**src/rtl/loop_buf_pkg.sv**
```systemverilog
// Shared types and constants for the fetch-path loop buffer.
// Optional tag-based body reuse is enabled by defining LOOP_BUF_REUSE_EN.
package loop_buf_pkg;

    typedef enum logic [1:0] {
        ST_IDLE,
        ST_ARM,
        ST_FILL,
        ST_REPLAY
    } lb_state_e;

    localparam logic [6:0] BRANCH_OPCODE = 7'b1100011;

    localparam int DEFAULT_DEPTH = 8;
    localparam int DEFAULT_IDX_W = $clog2(DEFAULT_DEPTH);

    // Index width for a body buffer of the given (power-of-two) depth.
    function automatic int idx_width(input int depth);
        return $clog2(depth);
    endfunction

endpackage

```
**src/rtl/loop_buffer_fsm_if.sv**
```systemverilog
// Fetch-side bundle between the front end (master) and the loop buffer (slave).
interface loop_buffer_fsm_if #(
    parameter int XLEN  = 32,
    parameter int CNT_W = 16
);
    logic [XLEN-1:0]  curr_PC;
    logic [XLEN-1:0]  instruction;
    logic [XLEN-1:0]  immediate;
    logic             bubble_idex;
    logic             mispredict;
    logic             block_signal;
    logic             flush;
    logic [XLEN-1:0]  new_pc;
    logic [XLEN-1:0]  out_instruction;
    logic [XLEN-1:0]  replay_pc;
    logic [CNT_W-1:0] iter_count;

    modport master (
        output curr_PC, instruction, immediate, bubble_idex, mispredict,
        input  block_signal, flush, new_pc, out_instruction, replay_pc, iter_count
    );

    modport slave (
        input  curr_PC, instruction, immediate, bubble_idex, mispredict,
        output block_signal, flush, new_pc, out_instruction, replay_pc, iter_count
    );
endinterface

```
**src/rtl/loop_buf_store.sv**
```systemverilog
// Loop body storage: DEPTH x XLEN registers, one synchronous write port and
// one combinational read port.
module loop_buf_store
    import loop_buf_pkg::*;
#(
    parameter int XLEN  = 32,
    parameter int DEPTH = DEFAULT_DEPTH,
    parameter int IDX_W = idx_width(DEPTH)
) (
    input  logic             clk,
    input  logic             we,
    input  logic [IDX_W-1:0] waddr,
    input  logic [XLEN-1:0]  wdata,
    input  logic [IDX_W-1:0] raddr,
    output logic [XLEN-1:0]  rdata
);
    logic [XLEN-1:0] mem [DEPTH];

    // NOTE: the array has no reset; every entry is written by a fill before
    // replay can read it, so clearing it would only cost a reset tree.
    always_ff @(posedge clk) begin
        if (we) begin
            mem[waddr] <= wdata;
        end
    end

    assign rdata = mem[raddr];

endmodule

```
**src/rtl/loop_buffer_fsm.sv**
```systemverilog
// Loop detector/buffer: captures a short backward-branch loop body and replays
// it while freezing fetch. Define LOOP_BUF_REUSE_EN to reuse a held body.
module loop_buffer_fsm
    import loop_buf_pkg::*;
#(
    parameter int XLEN        = 32,
    parameter int DEPTH       = 8,
    parameter int ARM_TIMEOUT = 8,
    parameter int CNT_W       = 16
) (
    input logic             clk,
    input logic             reset,
    loop_buffer_fsm_if.slave bus
);
    localparam int IDX_W = idx_width(DEPTH);
    localparam int LEN_W = IDX_W + 1;
    localparam int TMO_W = $clog2(ARM_TIMEOUT + 1);

    lb_state_e        state_q, state_d;
    logic [XLEN-1:0]  branch_pc_q, branch_pc_d;
    logic [XLEN-1:0]  target_q, target_d;
    logic [LEN_W-1:0] len_q, len_d;
    logic [IDX_W-1:0] fill_idx_q, fill_idx_d;
    logic [IDX_W-1:0] rd_idx_q, rd_idx_d;
    logic [TMO_W-1:0] tmo_q, tmo_d;
    logic [CNT_W-1:0] iter_q, iter_d;
    logic             flush_q, flush_d;
    logic [XLEN-1:0]  new_pc_q, new_pc_d;

    logic             we;
    logic [IDX_W-1:0] waddr;
    logic [XLEN-1:0]  rdata;

`ifdef LOOP_BUF_REUSE_EN
    logic             tag_valid_q, tag_valid_d;
    logic [XLEN-1:0]  tag_pc_q, tag_pc_d;
    logic [LEN_W-1:0] tag_len_q, tag_len_d;
    logic             reuse_q, reuse_d;
`endif

    // Candidate decode: body length N = (-imm >> 2) + 1 must fit the buffer.
    logic [XLEN-1:0]  neg_imm;
    logic [XLEN-1:0]  body_words;
    logic [LEN_W-1:0] cand_len;
    logic             cand;
    logic [XLEN-1:0]  fill_pc;
    logic             at_target;
    logic             at_fill_pc;
    logic             tmo_expired;

    assign neg_imm     = -bus.immediate;
    assign body_words  = (neg_imm >> 2) + XLEN'(1);
    assign cand_len    = body_words[LEN_W-1:0];
    assign cand        = (bus.instruction[6:0] == BRANCH_OPCODE)
                       && bus.immediate[XLEN-1]
                       && (bus.immediate[1:0] == 2'b00)
                       && (body_words <= XLEN'(DEPTH))
                       && !bus.bubble_idex;
    assign fill_pc     = target_q + (XLEN'(fill_idx_q) << 2);
    assign at_target   = (bus.curr_PC == target_q) && !bus.bubble_idex;
    assign at_fill_pc  = (bus.curr_PC == fill_pc) && !bus.bubble_idex;
    assign tmo_expired = (tmo_q == TMO_W'(ARM_TIMEOUT - 1));

    always_comb begin
        // NOTE: every output of this block gets a default first, so no branch
        // can leave a value unassigned and infer a latch.
        state_d     = state_q;
        branch_pc_d = branch_pc_q;
        target_d    = target_q;
        len_d       = len_q;
        fill_idx_d  = fill_idx_q;
        rd_idx_d    = rd_idx_q;
        tmo_d       = tmo_q;
        iter_d      = iter_q;
        flush_d     = 1'b0;
        new_pc_d    = new_pc_q;
        we          = 1'b0;
        waddr       = fill_idx_q;
`ifdef LOOP_BUF_REUSE_EN
        tag_valid_d = tag_valid_q;
        tag_pc_d    = tag_pc_q;
        tag_len_d   = tag_len_q;
        reuse_d     = reuse_q;
`endif

        unique case (state_q)
            ST_IDLE: begin
                if (cand && !bus.mispredict) begin
                    state_d     = ST_ARM;
                    branch_pc_d = bus.curr_PC;
                    target_d    = bus.curr_PC + bus.immediate;
                    len_d       = cand_len;
                    tmo_d       = '0;
                    iter_d      = '0;
`ifdef LOOP_BUF_REUSE_EN
                    reuse_d     = tag_valid_q && (tag_pc_q == bus.curr_PC)
                                && (tag_len_q == cand_len);
`endif
                end
            end

            ST_ARM: begin
                if (bus.mispredict) begin
                    state_d = ST_IDLE;
                end else if (at_target) begin
                    state_d    = ST_FILL;
                    we         = 1'b1;
                    waddr      = '0;
                    fill_idx_d = IDX_W'(1);
                    tmo_d      = '0;
`ifdef LOOP_BUF_REUSE_EN
                    // A held body for this very loop skips the fill pass.
                    if (reuse_q) begin
                        state_d  = ST_REPLAY;
                        we       = 1'b0;
                        rd_idx_d = '0;
                    end else begin
                        tag_valid_d = 1'b0;
                    end
`endif
                end else if (tmo_expired) begin
                    state_d = ST_IDLE;
                end else begin
                    tmo_d = tmo_q + TMO_W'(1);
                end
            end

            ST_FILL: begin
                if (bus.mispredict) begin
                    state_d = ST_IDLE;
                end else if (at_fill_pc) begin
                    we    = 1'b1;
                    tmo_d = '0;
                    if (LEN_W'(fill_idx_q) == len_q - LEN_W'(1)) begin
                        state_d  = ST_REPLAY;
                        rd_idx_d = '0;
`ifdef LOOP_BUF_REUSE_EN
                        tag_valid_d = 1'b1;
                        tag_pc_d    = branch_pc_q;
                        tag_len_d   = len_q;
`endif
                    end else begin
                        fill_idx_d = fill_idx_q + IDX_W'(1);
                    end
                end else if (tmo_expired) begin
                    state_d = ST_IDLE;
                end else begin
                    tmo_d = tmo_q + TMO_W'(1);
                end
            end

            ST_REPLAY: begin
                if (bus.mispredict) begin
                    state_d  = ST_IDLE;
                    flush_d  = 1'b1;
                    new_pc_d = branch_pc_q + XLEN'(4);
                end else if (!bus.bubble_idex) begin
                    if (LEN_W'(rd_idx_q) == len_q - LEN_W'(1)) begin
                        rd_idx_d = '0;
                        if (iter_q != {CNT_W{1'b1}}) begin
                            iter_d = iter_q + CNT_W'(1);
                        end
                    end else begin
                        rd_idx_d = rd_idx_q + IDX_W'(1);
                    end
                end
            end
        endcase
    end

    // NOTE: state registers use non-blocking assignments so every flop samples
    // the pre-edge value of its neighbours.
    always_ff @(posedge clk or posedge reset) begin
        if (reset) begin
            state_q     <= ST_IDLE;
            branch_pc_q <= '0;
            target_q    <= '0;
            len_q       <= '0;
            fill_idx_q  <= '0;
            rd_idx_q    <= '0;
            tmo_q       <= '0;
            iter_q      <= '0;
            flush_q     <= 1'b0;
            new_pc_q    <= '0;
        end else begin
            state_q     <= state_d;
            branch_pc_q <= branch_pc_d;
            target_q    <= target_d;
            len_q       <= len_d;
            fill_idx_q  <= fill_idx_d;
            rd_idx_q    <= rd_idx_d;
            tmo_q       <= tmo_d;
            iter_q      <= iter_d;
            flush_q     <= flush_d;
            new_pc_q    <= new_pc_d;
        end
    end

`ifdef LOOP_BUF_REUSE_EN
    always_ff @(posedge clk or posedge reset) begin
        if (reset) begin
            tag_valid_q <= 1'b0;
            tag_pc_q    <= '0;
            tag_len_q   <= '0;
            reuse_q     <= 1'b0;
        end else begin
            tag_valid_q <= tag_valid_d;
            tag_pc_q    <= tag_pc_d;
            tag_len_q   <= tag_len_d;
            reuse_q     <= reuse_d;
        end
    end
`endif

    loop_buf_store #(
        .XLEN  (XLEN),
        .DEPTH (DEPTH),
        .IDX_W (IDX_W)
    ) u_store (
        .clk   (clk),
        .we    (we),
        .waddr (waddr),
        .wdata (bus.instruction),
        .raddr (rd_idx_q),
        .rdata (rdata)
    );

    assign bus.block_signal    = (state_q == ST_REPLAY);
    assign bus.out_instruction = bus.block_signal ? rdata : bus.instruction;
    assign bus.replay_pc       = bus.block_signal ? target_q + (XLEN'(rd_idx_q) << 2)
                                                  : bus.curr_PC;
    assign bus.flush           = flush_q;
    assign bus.new_pc          = new_pc_q;
    assign bus.iter_count      = iter_q;

endmodule

```
**src/flat_wrapper.sv**
```systemverilog
// flat-port wrapper written by rule: the top's interface ports become plain ports
module loop_buffer_fsm_flat import loop_buf_pkg::*;
#(
    parameter int XLEN        = 32,
    parameter int DEPTH       = 8,
    parameter int ARM_TIMEOUT = 8,
    parameter int CNT_W       = 16
)
  (clk, reset, bus_curr_PC, bus_instruction, bus_immediate, bus_bubble_idex, bus_mispredict, bus_block_signal, bus_flush, bus_new_pc, bus_out_instruction, bus_replay_pc, bus_iter_count);
  loop_buffer_fsm_if #(.XLEN(XLEN), .CNT_W(CNT_W)) bus_i ();
  input logic clk;
  input logic reset;
  input wire logic [$bits(bus_i.curr_PC)-1:0] bus_curr_PC;
  input wire logic [$bits(bus_i.instruction)-1:0] bus_instruction;
  input wire logic [$bits(bus_i.immediate)-1:0] bus_immediate;
  input wire logic [$bits(bus_i.bubble_idex)-1:0] bus_bubble_idex;
  input wire logic [$bits(bus_i.mispredict)-1:0] bus_mispredict;
  output wire logic [$bits(bus_i.block_signal)-1:0] bus_block_signal;
  output wire logic [$bits(bus_i.flush)-1:0] bus_flush;
  output wire logic [$bits(bus_i.new_pc)-1:0] bus_new_pc;
  output wire logic [$bits(bus_i.out_instruction)-1:0] bus_out_instruction;
  output wire logic [$bits(bus_i.replay_pc)-1:0] bus_replay_pc;
  output wire logic [$bits(bus_i.iter_count)-1:0] bus_iter_count;
  assign bus_i.curr_PC = bus_curr_PC;
  assign bus_i.instruction = bus_instruction;
  assign bus_i.immediate = bus_immediate;
  assign bus_i.bubble_idex = bus_bubble_idex;
  assign bus_i.mispredict = bus_mispredict;
  assign bus_block_signal = bus_i.block_signal;
  assign bus_flush = bus_i.flush;
  assign bus_new_pc = bus_i.new_pc;
  assign bus_out_instruction = bus_i.out_instruction;
  assign bus_replay_pc = bus_i.replay_pc;
  assign bus_iter_count = bus_i.iter_count;
  loop_buffer_fsm #(.XLEN(XLEN), .DEPTH(DEPTH), .ARM_TIMEOUT(ARM_TIMEOUT), .CNT_W(CNT_W)) u_core (.clk(clk), .reset(reset), .bus(bus_i));
endmodule
```
**config.mk**
```make
export PLATFORM = sky130hd
export DESIGN_NAME = loop_buffer_fsm_flat
export DESIGN_NICKNAME = d
export VERILOG_FILES = /design/src/rtl/loop_buf_pkg.sv /design/src/rtl/loop_buffer_fsm_if.sv /design/src/rtl/loop_buf_store.sv /design/src/rtl/loop_buffer_fsm.sv /design/src/flat_wrapper.sv
export SDC_FILE = /design/constraint.sdc
export NUM_CORES = 1
export LEC_CHECK = 0
export CAP_MARGIN = 10
export CORE_ASPECT_RATIO = 0.7
export CORE_MARGIN = 5
export CORE_UTILIZATION = 58
export DETAILED_ROUTE_END_ITERATION = 8
export PLACE_DENSITY = 0.81
export SLEW_MARGIN = 10
export SYNTH_ARGS = -nofsm -noshare
export SYNTH_HDL_FRONTEND = slang
export SYNTH_SLANG_ARGS = --single-unit
export TNS_END_PERCENT = 1
```
**constraint.sdc**
```tcl
create_clock -name clk -period 8.83 [get_ports clk]
set_clock_uncertainty 0.15 [all_clocks]
set_input_delay 2.2075 -clock clk [delete_from_list [all_inputs] [get_ports clk]]
set_output_delay 2.2075 -clock clk [all_outputs]
set_load 0.01 [all_outputs]
```
Word-level counts from Yosys, hierarchy flattened. Memory sizes are Yosys's and may differ from the RTL's. Cells that the tools add are included.

$add $sub $neg: 11. $lt $le $gt $ge: 1. Equality and inequality tests: 23. Mux-type cells: 49. Reduce and logical (&&, ||, !) cells: 22.

Operator list (number): 16-bit 2-to-1 mux (5); 32-bit by 5-bit adder with 32-bit output (2); 32-bit equality test (2); 32-bit 2-to-1 mux (2); 3-bit 2-to-1 mux (14); 32-bit by 3-bit adder with 32-bit output, second input constant (1); 32-bit adder (1); 32-bit by 4-bit <= comparator with 1-bit output, second input constant (1); 32-bit negator (1); 16-bit case mux with 2 select lines (1); 30-bit by 1-bit adder with 31-bit output, second input constant (1); 4-bit 2-to-1 mux (6); 6-bit AND reduction (3); 16-bit by 1-bit adder with 16-bit output, second input constant (1); 2-bit 2-to-1 mux (8); 16-bit != test, second input constant (1); 2-bit != test, second input constant (8); 3-bit case mux with 2 select lines (2); 4-bit case mux with 3 select lines (1); 3-bit by 4-bit equality test with 1-bit output (2); 1-bit 2-to-1 mux (8); 2-bit by 1-bit != test with 1-bit output, second input constant (4); 2-bit case mux with 4 select lines (1); 7-bit equality test, second input constant (1); 16 further kinds (29).

Bits in registers: 129. Bits in writable memories: 256. Input bits: 100. Output and inout bits: 114. Memories: 1.

Memory list: u_core.u_store.mem (words 8, width 32, read ports 1, clocked after memory_dff 0, write ports 1, RTL line loop_buf_store.sv:17) `logic [XLEN-1:0] mem [DEPTH];`.

Logic depth before layout (Yosys ltp).
Depth after elaboration: 8. Depth in mapped cells: 17. Mapped depth without buffers: 13.

By module. Synthesis repeated with hierarchy kept, for this count alone.

Cells, all modules: 1730. Area total of the unflattened synthesis: 21483.1 um^2.

Modules (own cells, without submodules): loop_buffer_fsm (instances 1, cells an instance 1347, area an instance 11657.4 um^2); loop_buf_store (instances 1, cells an instance 383, area an instance 9825.7 um^2).

Least setup slack after synthesis. No wires, ideal clock.

Kind: input -> register. From: input bus_curr_PC[21]. To: memory u_core.u_store.mem[2][0], enable pin. Library setup time: 468 ps. Arrival time: 6477 ps. Data required time: 8212 ps. Setup slack: 1735 ps. Stages on the path: 9. Path buffers: 1. Cells stage by stage: clkbuf_1 > or4b_2 > nor4_1 > nor3b_1 > nand2_1 > nand4_1 > nor2_1 > nor4bb_1 > nor3b_1.

Word-level cells in the longest chain between the ends: 7. Elaborated cells between the ends (all ways): 14. Classes of those cells: eq/ne: 2; mux: 10; reduce/logical: 2.

Ends and longest elaborated chain: start, declared (RTL line flat_wrapper.sv:13) `input wire logic [$bits(bus_i.curr_PC)-1:0] bus_curr_PC;`; 32-bit equality test, on equally long branches (RTL line loop_buffer_fsm.sv:61, loop_buffer_fsm.sv:60); 1-bit logical AND, on equally long branches (RTL line loop_buffer_fsm.sv:61, loop_buffer_fsm.sv:60); 1-bit 2-to-1 mux, on equally long branches (RTL line loop_buffer_fsm.sv:131, loop_buffer_fsm.sv:105); 1-bit 2-to-1 mux, on equally long branches (RTL line loop_buffer_fsm.sv:129, loop_buffer_fsm.sv:103); 1-bit case mux with 2 select lines (RTL line loop_buffer_fsm.sv:86) `unique case (state_q)`; 1-bit 2-to-1 mux (RTL line loop_buf_store.sv:22) `if (we) begin`; 1-bit 2-to-1 mux (implied by the code) (RTL line loop_buf_store.sv:23) `mem[waddr] <= wdata;`; end, declared (RTL line loop_buf_store.sv:17).

Several ways; a longest one is shown, not always the timed one.

Final worst setup path.
From: input bus_immediate[2]. To: register u_core.branch_pc_q[4].

Word-level cells in the longest chain between the ends: 7.

Ends and longest elaborated chain: start, declared (RTL line flat_wrapper.sv:15) `input wire logic [$bits(bus_i.immediate)-1:0] bus_immediate;`; 32-bit negator (RTL line loop_buffer_fsm.sv:51) `assign neg_imm = -bus.immediate;`; 30-bit by 1-bit adder with 31-bit output (RTL line loop_buffer_fsm.sv:52) `assign body_words = (neg_imm >> 2) + XLEN'(1);`; 32-bit by 4-bit <= comparator with 1-bit output (RTL line loop_buffer_fsm.sv:57) `&& (body_words <= XLEN'(DEPTH))`; 1-bit logical AND (RTL line loop_buffer_fsm.sv:57); 1-bit logical AND (RTL line loop_buffer_fsm.sv:58) `&& !bus.bubble_idex;`; 1-bit logical AND (RTL line loop_buffer_fsm.sv:88) `if (cand && !bus.mispredict) begin`; 2-bit AND reduction (no source line); end signal, assigned (RTL line loop_buffer_fsm.sv:187) `branch_pc_q <= branch_pc_d;`; end, declared (RTL line loop_buffer_fsm.sv:20) `logic [XLEN-1:0] branch_pc_q, branch_pc_d;`.

Every way passes these cells. A chain may end at the register's enable or synchronous reset.

==> run metrics <==
CTS tree built; sequential area share after synthesis 0.516; Routed WL per cell 23.9 um; vias in the first global route ~15000; Post-CTS Setup Repair Bufs 0; power dissipated by switching net loads 0.000961 W; crit path launch type primary input; overflow left after global routing 0; RR Endpoint u_core.u_store.mem[3][16]; synthesized area per cell 11.8 sq um; share of total power in sequential cells 0.502; leading cell type in the layout, fill and taps excluded sky130_fd_sc_hd__edfxtp_1; start point of the critical path bus_immediate[2]; required time at the endpoint of the critical path 9100 ps; Crit Path Category in -> reg; relative contribution of combinational cells to total power 0.113; Horiz. Die Dim 238 um; outcome finished clean; initial core utilization 0.588; crit path capture type flip-flop; number of unique standard cell types used by synthesis 78; Leakage Power 8.93 nW; setup TNS 0 ps; number of top-level pins 214; cell type of the slowest stage on the worst timing path sky130_fd_sc_hd__clkdlybuf4s50_1; Nets between 2000 and 2500; Post-Route WL a little under 60000 um; commonest non-fill, non-tap cells in the layout sky130_fd_sc_hd__edfxtp_1 (256), sky130_fd_sc_hd__clkdlybuf4s50_1 (213), sky130_fd_sc_hd__nor2_1 (176), sky130_fd_sc_hd__a21oi_1 (129), sky130_fd_sc_hd__dfrtp_1 (126); actual slew at the worst max-slew pin between 1000 and 1500 ps; CTS buffer count 37; Starting DRT DRC Count 1714; setup slack, reg-to-reg 2910 ps; total number of yosys warnings 0; Peak VDD IR 0.183 mV; synthesized instance count 1785; number of flip-flops and latches in the synthesized netlist 385; clock share of power 0.385; combinational family with the most area after synthesis simple AND/OR/NAND/NOR gates; ranking of synthesized cells by area sky130_fd_sc_hd__edfxtp_1 (36%), sky130_fd_sc_hd__dfrtp_1 (15%), sky130_fd_sc_hd__mux4_2 (6.9%), sky130_fd_sc_hd__xnor2_1 (3.7%), sky130_fd_sc_hd__mux2_1 (3.4%); share of the synthesized area in the top cell type 0.364; Worst-Skew Late Latency ~540 ps; chip height 170 um; cell area after technology mapping around 21000 sq um; layout overhead on the synthesized area 17.8%; global placer's final weighted congestion around 0.99; layout cell share with drive strength beyond 1 0.0951; Max-cap violations 0; internal power of the cells 0.00292 W; RSZ-0062 raised after global routing false; chain of cells forming the critical path clkdlybuf4s50_1 > nor3_1 > buf_4 > nor2_1 > ha_1 > or4b_2 > nor2_1 > nand4b_1 > or4_1 > a211o_1 > a2111oi_0 > or4b_1 > a2111oi_4 > buf_12 > mux2_1; GRT Resource Usage Total 0.288; post-layout instance area about 25000 sq um; largest driver fanout on the critical path 68; Reg clk slew, reported paths ~70 ps; number of vias after detailed routing 15891; switching portion of total power 0.248; top_reg_cell synth sky130_fd_sc_hd__edfxtp_1; antenna violations before repair 3; worst max-slew margin expressed relative to the limit 0.323; number of hold buffers added after CTS 0; Post-DP Area 23800 sq um; dominant cell type by area after synthesis sky130_fd_sc_hd__edfxtp_1; global-route wire length before repair 90500 um; number of gates given a new drive strength after cts 0; count of final hold-check violations 0; CTS HTree Levels 2; Async SR Flop Fraction 0.335; Critical R2R Launch u_core.fill_idx_q[0]; Simple-Gate Fraction of Synth Area 0.135; cell row count 58; depth of the worst register-to-register path 15; cell repeated most along the worst path sky130_fd_sc_hd__nor2_1; Die Area 40400 sq um; root buffer cell sky130_fd_sc_hd__clkbuf_16; total clock sinks 385; delay contributed by the slowest stage of the critical path 690 ps; setup violation total in the final timing report 0; DR pass1 iterations 6; type of the worst min-delay path reg -> reg; minimum clock period 7580 ps; Core Area 35900 sq um; share of synthesized cell area in full adder, half adder and majority cells 0.0324; arrival time reported for the critical path endpoint approximately 7900 ps; worst-case clock buffer depth 3; HPWL after detailed placement 41600 um; residual antenna-violating net count after detailed routing 0; Worst Setup EP u_core.branch_pc_q[4]; largest net degree at the start of global routing 81; Synth Area in Compound Gates 0.0974; post-synthesis xor/xnor area fraction 0.0650; Net Count, Synth around 1900; number of flops mapped to enable cells by yosys 256; mux share of post-synthesis cell area 0.130; upper clock frequency limit 132 MHz; number of buffers inserted by port buffering approximately 210; via density per instance 6.41; power density over the cells 156 nW/um^2; ratio of final minimum period to clock period 0.859; residual DRC count 0; number of max-slew violations in the final report 0
## power by group through the flow
stage          Combinational (W)  Clock, W  Sequential [W]
5_1_grt                 0.000467   0.00160         0.00195
4_1_cts                 0.000427   0.00151         0.00195
3_3_place_gp            0.000417         0         0.00198
2_1_floorplan           0.000223         0         0.00198
3_5_place_dp            0.000423         0         0.00199
6_report                0.000438   0.00149         0.00195
## how the worst min path moves through the flow
stage	startpoint	endpoint	slack, ps	cells after the start
global route	u_core.branch_pc_q[0]	u_core.branch_pc_q[0]	380	1
detailed placement	u_core.branch_pc_q[1]	u_core.branch_pc_q[1]	350	1
finish	u_core.branch_pc_q[1]	u_core.branch_pc_q[1]	360	1
floorplan	u_core.branch_pc_q[0]	u_core.branch_pc_q[0]	300	1
CTS	u_core.branch_pc_q[1]	u_core.branch_pc_q[1]	360	1
global placement	u_core.branch_pc_q[0]	u_core.branch_pc_q[0]	320	1
## cell type report
cell class                 instances  area (sq um)
antenna                            2          5.00
clock buffer                      44           982
clock inverter                    24           151
fill                            2545         11000
inverter                          40           153
multi-input combinational       1269          9760
sequential                       385         10900
tap                              480           601
timing repair buffer             236          2320
## cells in the mapped netlist, types with 15 or more instances
cell type                  instances
sky130_fd_sc_hd__o31ai_1          19
sky130_fd_sc_hd__mux2i_1          44
sky130_fd_sc_hd__dfrtp_1         129
sky130_fd_sc_hd__nand3_1          50
sky130_fd_sc_hd__and3_1           26
sky130_fd_sc_hd__mux4_2           65
sky130_fd_sc_hd__xor2_1           67
sky130_fd_sc_hd__nand2b_1         15
sky130_fd_sc_hd__or3_1            17
sky130_fd_sc_hd__nor3_1           38
sky130_fd_sc_hd__a21oi_1         129
sky130_fd_sc_hd__clkbuf_1         67
sky130_fd_sc_hd__mux2_1           63
sky130_fd_sc_hd__a21o_1           15
sky130_fd_sc_hd__nor4_1           23
sky130_fd_sc_hd__o21ai_0          53
sky130_fd_sc_hd__xnor2_1          90
sky130_fd_sc_hd__nand4_1          43
sky130_fd_sc_hd__ha_1             50
sky130_fd_sc_hd__inv_1            40
sky130_fd_sc_hd__nor2_1          177
sky130_fd_sc_hd__edfxtp_1        256
sky130_fd_sc_hd__nand2_1          77
## flip-flops by register name, summed over array words and instances, names as in the netlist
register / flops
u_core.u_store.mem: 256
u_core.branch_pc_q: 32
u_core.bus.new_pc: 32
u_core.target_q: 32
u_core.bus.iter_count: 16
u_core.len_q: 4
u_core.tmo_q: 4
u_core.fill_idx_q: 3
u_core.rd_idx_q: 3
u_core.state_q: 2
u_core.bus.flush: 1
## metal layers
layer | routed length [um] | vias to the layer above | track usage
met5 | 13 | - | 0
met4 | 1310 | 2 | 0.0693
met3 | 6000 | 83 | 0.0582
met2 | 26000 | 813 | 0.429
met1 | 25900 | 7863 | 0.440
li1 | - | 7130 | -
## logic make-up (layout without fill, tap and decap cells)
group,Yosys count,after routing
AOI/OAI and AO/OA,323,323
xor gates and xnor gates,157,157
adders and majority gates,53,53
buffers and inverters,131,344
DFF,385,385
muxes,183,183
other,0,2
and+or+nand+nor,553,553
## stage by stage
| stage | std cells | hold WS [ps] | worst slack [ps] | util | total power, W |
|---|---|---|---|---|---|
| global route | 2480 | 385 | 1030 | 0.693 | 0.00401 |
| finish | 2480 | 360 | 1250 | 0.693 | 0.00388 |
| detailed placement | 2410 | 345 | 765 | 0.661 | 0.00241 |
| floorplan | 1785 | 302 | 1730 | - | 0.00220 |
| global placement | 2410 | 322 | 838 | 0.661 | 0.00240 |
| CTS | 2478 | 362 | 1330 | 0.693 | 0.00389 |
## worst max-delay path: cells and delay by family
family,cells,cell delay [ps]
AND/OR/NAND/NOR,7,2640
buffers and inverters,3,1260
multiplexers,1,370
adder cells (fa/ha/maj),1,290
AO/OA/AOI/OAI,3,1020
Note: power is estimated with default switching activity, not from simulation.
==> edit, RTL diff (same settings) <==
Re-encode `lb_state_e` (4 states) as Gray code, 2 bits wide.
--- a/src/rtl/loop_buf_pkg.sv
+++ b/src/rtl/loop_buf_pkg.sv
@@ -4,8 +4,8 @@
 
     typedef enum logic [1:0] {
-        ST_IDLE,
-        ST_ARM,
-        ST_FILL,
-        ST_REPLAY
+        ST_IDLE   = 2'b00,
+        ST_ARM    = 2'b01,
+        ST_FILL   = 2'b11,
+        ST_REPLAY = 2'b10
     } lb_state_e;
 
Function: same outputs for any inputs over 4 cycles, from zero or initial values and one cycle with reset high; so few cycles prove little.
==> edit against the original RTL <==
  * Core utilization about the same
  * Combinational power down 18%
  * Routed wire length up 0.88%
  * Global-route usage up 0.35 points
  * Hold slack worse by 0.030 ns
  * Synthesized area down 0.56%
  * Total power up 2.0%
  * Worst setup slack better by 0.12 ns
  * Die area down 0.53%
  * Sequential cell count unchanged
  * Register-to-register slack better by 0.15 ns
  * Final area down 0.17%
  * Largest cell class unchanged
  * Largest power group unchanged
==> edit: results (changes against the original RTL) <==
----------------------------------------------------
[Status]
  Status ... finished clean (unchanged)

[Yosys]
  Post-synthesis share of cell area spent on xor and xnor gates ... 6.73% (was 6.50%)
  Net count after synthesis ... 1954 (was 1938)
  Area fraction in compound gates after synthesis ... 9.77% (was 9.74%)
  Leading post-synthesis cells by cell area ... edfxtp_1, dfrtp_1, mux4_2 (unchanged)
  Count of cell types in the netlist ... 81 (was 78)

[Pwr]
  VDD IR max ... 180 uV (was 183 uV)

[Hold path]
  Min-Delay Path Depth ... 2 (was 1)
  Startpoint of the worst hold path ... u_core.bus.new_pc[12]$_DFFE_PP0P_ (was u_core.branch_pc_q[1]$_DFFE_PP0P_)
  Terminating pin of the worst hold path ... u_core.bus.new_pc[12]$_DFFE_PP0P_ (was u_core.branch_pc_q[1]$_DFFE_PP0P_)

[Global routing]
  Largest net degree at the start of global routing ... 89 (was 81)
  Antenna violations before repair ... 2 (was 3)

[Setup path]
  Capture point of the worst path ... u_core.target_q[14]$_DFFE_PP0P_ (was u_core.branch_pc_q[4]$_DFFE_PP0P_)
  Worst R2R Path Depth ... 13 (was 15)
  Slowest cell on the critical path ... or4_4 (was clkdlybuf4s50_1)
  Launch point of the worst reg-to-reg path ... u_core.fill_idx_q[1]$_DFFE_PP0P_ (was u_core.fill_idx_q[0]$_DFFE_PP0P_)
  Crit path from ... bus_immediate[1] (was bus_immediate[2])

[Placement]
  Cell count after placement ... 2423 (was 2410)
  Pre-CTS setup slack ... 0.596 ns (was 0.765 ns)
  Routability-driven placement congestion ratio ... 1.00 (was 0.987)

[Timing]
  Slew Limit Headroom ... 20.6% (was 32.3%)
  Minimum clock period ... 7.46 ns (was 7.58 ns)

[Finish]
  # nets final ... 2130 (was 2122)
  Layout fillers ... 2597 (was 2545)
  Share of final-layout standard cells stronger than drive strength 1 ... 11.3% (was 9.51%)

[Route]
  Mean number of vias per cell ... 6.44 (was 6.41)

----------------------------------------------------
[edit: cell families after synthesis]
| group | Yosys count |
|---|---|
| buf+inv | 130 |
| mux | 156 |
| fa+ha+maj | 48 |
| flops | 385 |
| xor+xnor | 160 |
| simple gates | 599 |
| compound gates | 328 |
[edit: power by group through the flow]
| stage | registers, mW | clock network (mW) | logic [mW] |
|---|---|---|---|
| 6_report | 1.93 | 1.67 | 0.357 |
| 5_1_grt | 1.93 | 1.78 | 0.381 |
| 4_1_cts | 1.93 | 1.70 | 0.348 |
| 3_5_place_dp | 1.97 | 0 | 0.345 |
| 3_3_place_gp | 1.97 | 0 | 0.338 |
| 2_1_floorplan | 1.97 | 0 | 0.175 |
[edit: worst reg2reg max path, stage by stage (launching register included)]
cell	delay, ns
dfrtp_1	0.57
inv_1	0.16
fa_1	0.48
nor2b_1	0.27
o211ai_1	0.33
nor4_1	0.86
mux2_2	0.29
mux2i_1	0.06
mux2i_1	0.15
and4b_1	0.41
nand4b_1	0.20
or2_2	0.41
nor2_4	0.66
buf_4	0.40
[edit: area by class of cell]
type                    count  area [um^2]  share of cell area, %
diodes                      1         2.50                 0.0101
clock buffers              47         1040                   4.17
clock inverters            21          238                  0.957
inverters                  35          134                  0.539
multi-input cells        1291         9640                   38.8
flip-flops and latches    385        10900                   44.0
well taps                 480          601                   2.42
repair buffers            232         2270                   9.15
[edit: metal layers]
metal / vias to the layer above / GRT usage, % / wire length (um) / part of all wire [%]
met2: 859 / 43.1 / 26400 / 44
met5: - / 0 / 11 / 0.018
met4: 2 / 7.85 / 1610 / 2.7
li1: 7165 / - / - / -
met1: 7925 / 44.0 / 25900 / 43
met3: 96 / 6.73 / 5940 / 9.9
